**src/rtl/abro_input_conditioner.sv**
```systemverilog
// Two-channel synchroniser + debouncer feeding the A/B inputs of the ABRO FSM.
// Optional rejected-glitch counter is built when ABRO_COND_GLITCH_CNT_EN is defined.

// One debounce channel: two-flop synchroniser, counter-qualified level, rising-edge pulse.
//   state       | meaning
//   ST_STABLE   | synchronised input equals debounced level, counter at 0
//   ST_CHANGING | synchronised input differs from level, counter qualifying the change
module abro_cond_channel #(
    parameter int DEBOUNCE_CYCLES = 4,
    parameter int CNT_W           = 8
) (
    input  logic i_clk,
    input  logic i_reset,
    input  logic i_raw,
    output logic o_level,
    output logic o_level_nxt,
    output logic o_pulse
`ifdef ABRO_COND_GLITCH_CNT_EN
    ,output logic o_glitch
`endif
);

    typedef enum logic {
        ST_STABLE   = 1'b0,
        ST_CHANGING = 1'b1
    } state_t;

    localparam logic [CNT_W-1:0] C_LAST = CNT_W'(DEBOUNCE_CYCLES - 1);

    logic             r_sync1;
    logic             r_sync2;
    state_t           r_state;
    logic [CNT_W-1:0] r_cnt;
    logic             r_level;
    logic             r_pulse;

    state_t           w_state_nxt;
    logic [CNT_W-1:0] w_cnt_nxt;
    logic             w_level_nxt;
    logic             w_differ;
    logic             w_glitch;

    assign w_differ = (r_sync2 != r_level);

    always_ff @(posedge i_clk) begin
        if (i_reset) begin
            r_sync1 <= 1'b0;
            r_sync2 <= 1'b0;
            r_state <= ST_STABLE;
            r_cnt   <= '0;
            r_level <= 1'b0;
            r_pulse <= 1'b0;
        end else begin
            r_sync1 <= i_raw;
            r_sync2 <= r_sync1;
            r_state <= w_state_nxt;
            r_cnt   <= w_cnt_nxt;
            r_level <= w_level_nxt;
            r_pulse <= w_level_nxt & ~r_level;
        end
    end

    // The first differing edge already counts, so a change qualifies after exactly
    // DEBOUNCE_CYCLES consecutive differing edges.
    always_comb begin
        w_state_nxt = r_state;
        w_cnt_nxt   = r_cnt;
        w_level_nxt = r_level;
        w_glitch    = 1'b0;
        case (r_state)
            ST_STABLE: begin
                if (w_differ) begin
                    if (r_cnt == C_LAST) begin
                        w_level_nxt = r_sync2;
                        w_cnt_nxt   = '0;
                        w_state_nxt = ST_STABLE;
                    end else begin
                        w_cnt_nxt   = r_cnt + 1'b1;
                        w_state_nxt = ST_CHANGING;
                    end
                end else begin
                    w_cnt_nxt = '0;
                end
            end
            ST_CHANGING: begin
                if (w_differ) begin
                    if (r_cnt == C_LAST) begin
                        w_level_nxt = r_sync2;
                        w_cnt_nxt   = '0;
                        w_state_nxt = ST_STABLE;
                    end else begin
                        w_cnt_nxt = r_cnt + 1'b1;
                    end
                end else begin
                    w_cnt_nxt   = '0;
                    w_state_nxt = ST_STABLE;
                    w_glitch    = 1'b1;
                end
            end
            default: begin
                w_cnt_nxt   = '0;
                w_state_nxt = ST_STABLE;
            end
        endcase
    end

    assign o_level     = r_level;
    assign o_level_nxt = w_level_nxt;
    assign o_pulse     = r_pulse;
`ifdef ABRO_COND_GLITCH_CNT_EN
    assign o_glitch    = w_glitch;
`else
    logic w_glitch_unused;
    assign w_glitch_unused = w_glitch;
`endif

endmodule

module abro_input_conditioner #(
    parameter int DEBOUNCE_CYCLES = 4,
    parameter int CNT_W           = 8
) (
    input  logic i_clk,
    input  logic i_reset,
    input  logic i_a_raw,
    input  logic i_b_raw,
    output logic o_a_level,
    output logic o_b_level,
    output logic o_a_pulse,
    output logic o_b_pulse,
    output logic o_both_level
`ifdef ABRO_COND_GLITCH_CNT_EN
    ,output logic [7:0] o_glitch_count
`endif
);

    logic w_a_level_nxt;
    logic w_b_level_nxt;
    logic r_both_level;

`ifdef ABRO_COND_GLITCH_CNT_EN
    logic       w_a_glitch;
    logic       w_b_glitch;
    logic [8:0] w_gc_sum;
    logic [7:0] r_glitch_count;
`endif

    abro_cond_channel #(
        .DEBOUNCE_CYCLES (DEBOUNCE_CYCLES),
        .CNT_W           (CNT_W)
    ) u_chan_a (
        .i_clk       (i_clk),
        .i_reset     (i_reset),
        .i_raw       (i_a_raw),
        .o_level     (o_a_level),
        .o_level_nxt (w_a_level_nxt),
        .o_pulse     (o_a_pulse)
`ifdef ABRO_COND_GLITCH_CNT_EN
        ,.o_glitch   (w_a_glitch)
`endif
    );

    abro_cond_channel #(
        .DEBOUNCE_CYCLES (DEBOUNCE_CYCLES),
        .CNT_W           (CNT_W)
    ) u_chan_b (
        .i_clk       (i_clk),
        .i_reset     (i_reset),
        .i_raw       (i_b_raw),
        .o_level     (o_b_level),
        .o_level_nxt (w_b_level_nxt),
        .o_pulse     (o_b_pulse)
`ifdef ABRO_COND_GLITCH_CNT_EN
        ,.o_glitch   (w_b_glitch)
`endif
    );

    // Built from next-state levels so it lines up with o_a_level/o_b_level.
    always_ff @(posedge i_clk) begin
        if (i_reset) begin
            r_both_level <= 1'b0;
        end else begin
            r_both_level <= w_a_level_nxt & w_b_level_nxt;
        end
    end

    assign o_both_level = r_both_level;

`ifdef ABRO_COND_GLITCH_CNT_EN
    assign w_gc_sum = 9'(r_glitch_count) + 9'(w_a_glitch) + 9'(w_b_glitch);

    always_ff @(posedge i_clk) begin
        if (i_reset) begin
            r_glitch_count <= 8'd0;
        end else begin
            r_glitch_count <= (w_gc_sum > 9'd255) ? 8'hFF : w_gc_sum[7:0];
        end
    end

    assign o_glitch_count = r_glitch_count;
`endif

endmodule
```
**config.mk**
```make
export PLATFORM = sky130hd
export DESIGN_NAME = abro_input_conditioner
export DESIGN_NICKNAME = d
export VERILOG_FILES = /design/src/rtl/abro_input_conditioner.sv
export SDC_FILE = /design/constraint.sdc
export NUM_CORES = 1
export LEC_CHECK = 0
export CAP_MARGIN = 20
export CELL_PAD_IN_SITES_DETAIL_PLACEMENT = 0
export CELL_PAD_IN_SITES_GLOBAL_PLACEMENT = 2
export CORE_UTILIZATION = 30
export DETAILED_ROUTE_END_ITERATION = 10
export PLACE_DENSITY_LB_ADDON = 0.1
export SLEW_MARGIN = 20
export SYNTH_ARGS = -nofsm -noshare
export SYNTH_HDL_FRONTEND = slang
export SYNTH_SLANG_ARGS = --single-unit
```
**constraint.sdc**
```tcl
create_clock -name i_clk -period 2.3 [get_ports i_clk]
set_clock_uncertainty 0.1 [all_clocks]
set_input_delay 0.23 -clock i_clk [delete_from_list [all_inputs] [get_ports i_clk]]
set_output_delay 0.23 -clock i_clk [all_outputs]
set_load 0.01 [all_outputs]
```
==> metrics.csv <==
metric;value;unit
Ys Warns;0;
Layout area overhead;18.7;%
ANT cells;0;
NetSw;140;µW
Setup Buffers After CTS;0;
Chip Height;58.9;µm
cell family with most CP delay;simple AND/OR/NAND/NOR gates;
CP endpoint kind;flop;
Starting Density;31.8;%
CTS Buffer Depth;2;
Internal;513;µW
Post-CTS Resized;0;
most frequent cells in the layout;25 x dfxtp_1, 10 x nor2_1;
Nets;123;
DP Wirelength;1200;µm
Final Core Density;37.7;%
CP required;2.44;ns
worst-path cell chain;ha_1 > or4b_4 > or3_4 > a221oi_2;
Layout fillers;335;
final hold vios;0;
drt wl/cell;10.3;µm
CTS clk-pin slew, worst paths;0.14;ns
min Tclk post-route;1.97;ns
fraction of layout cells with a size suffix above 1;10.3;%
register area share after synthesis;51.5;%
Yosys cell types;20;
RD Place Congestion;0.702;
crit path max fanout;5;
Hold Crit Class;in -> reg;
syn avg cell area;9.52;µm²
Leak;0.000389;µW
max-slew violations;0;
Slowest cell on crit path;or4b_4;
Buf/Inv on CP;0;
cts hold-fix bufs;0;
post-route ant nets;0;
synthesized area;971;µm²
Setup Viol. Count Final;0;
die footprint;3470;µm²
H-tree depth;1;
Clk Latency, worst-skew pair;0.32;ns
combinational power share;2.9;%
Flop pwr share;67.4;%
path depth of the worst reg2reg path;4;
CTS tree;done;
Cells after Synth;102;
slew at the pin with the worst max-slew slack;0.402;ns
dpl cell area;1120;µm²
commonest non-fill, non-tap cell in the layout;dfxtp_1;
first-pass GRT wire length;2880;µm
CP arrival;2.11;ns
CP peak stage delay;0.49;ns
post-DR vias/cell;4.44;
hold path depth;2;
std cell rows;20;
Synth Register Bits;25;
syn nets;108;
largest net degree at the start of global routing;15;
residual DRC count;0;
Post-synth ARST share;0;%
Routed WL;1640;µm
Post-synth EDFFs;0;
core area;3050;µm²
Pwr Density;566;nW/µm²
IO Count;9;
Min Hold Slack;0.345;ns
clock network power share;29.7;%
crit path launch type;flop;
total negative slack;0;ns
clock sinks;25;
max_cap viols;0;
worst rel slew slack;72.9;%
GRT overflow;0;
initial antenna violation count;0;
status;completed;
Die Wd;58.9;µm
vias in the first global route;643;
drt first-iter violations;16;
first-pass iteration count of the detailed router;4;
CTS Buf Count;3;
Levels on crit path;4;
WS Path Type;reg -> reg;
Sw Ratio;21.4;%
IO Port Bufs;8;
Post-Layout Inst Area;1150;µm²
VDD IR max;0.379;mV
clock root buffer;clkbuf_4;
total track usage;11.1;%
Tcrit/Tclk final;85.6;%
Vias;711;
Top FF cell, synth;dfxtp_1;
RSZ-0062 raised after global routing;no;
fmax;508;MHz
stage by stage:
step	total power, µW	instances	worst slack [ns]
2_1_floorplan	458	102	0.461
3_3_place_gp	468	156	0.381
3_5_place_dp	468	156	0.349
4_1_cts	666	160	0.326
5_1_grt	683	160	0.254
6_report	653	160	0.332
layout make-up:
class	count	area (µm²)	area share, %
sequential	25	500	43.4
multi-input combinational	69	440	38.2
timing repair buffer	11	103	8.90
tap	44	55.1	4.78
inverter	7	26.3	2.28
clock buffer	3	22.5	1.95
clock inverter	1	5.00	0.434
cells in the mapped netlist (4+ instances only):
| cell type | number | area (µm²) |
|---|---|---|
| dfxtp_1 | 25 | 500 |
| inv_1 | 7 | 26.3 |
| nand3_1 | 8 | 40.0 |
| a21oi_1 | 8 | 40.0 |
| nor2b_1 | 4 | 25.0 |
| xor2_1 | 6 | 52.6 |
| or3_1 | 8 | 50.1 |
| o21ai_0 | 8 | 40.0 |
| nor2_1 | 10 | 37.5 |
registers in the layout, summed over array words and instances (netlist names), named ones only:
register and flops:
o_both_level 1, u_chan_a.o_level 1, u_chan_a.o_pulse 1, u_chan_a.r_cnt 8, u_chan_a.r_sync1 1, u_chan_a.r_sync2 1, u_chan_b.o_pulse 1, u_chan_b.r_cnt 8
u_chan_b.r_sync1 1, u_chan_b.r_sync2 1
final timing paths:
| path | slack [ns] | end | startpoint |
|---|---|---|---|
| setup reg to reg | 0.33 | o_both_level | u_chan_a.r_cnt[0] |
| hold / removal | 0.34 | u_chan_b.r_sync1 | i_b_raw |
| hold reg to reg | 0.37 | u_chan_a.r_sync2 | u_chan_a.r_sync1 |
| setup / recovery | 0.33 | o_both_level | u_chan_a.r_cnt[0] |
power by group through the flow:
stage	Combinational, µW	Sequential [µW]	Clock [µW]
final	18.7	440	194
after global routing	21.0	441	221
after CTS	19.2	440	206
after detailed placement	18.9	450	0
after global placement	18.8	450	0
after floorplan	9.10	449	0
logic make-up after synthesis:
group	Yosys count	synth area share [%]
xor gates and xnor gates	8	7.22
adders and majority gates	2	2.58
DFF	25	51.5
buffers and inverters	8	3.09
AOI/OAI and AO/OA	20	12.1
and+or+nand+nor	39	23.5
per-layer routing:
layer | up-vias | track usage [%] | wire, µm | part of all wire [%]
met2 | 9 | 16.7 | 678 | 41
li1 | 382 | - | - | -
met4 | 0 | 3.06 | 15 | 0.91
met1 | 318 | 14.7 | 886 | 54
met3 | 2 | 4.62 | 64 | 3.9
met5 | - | 0 | 0 | 0
Note: power is estimated with default switching activity, not from simulation.
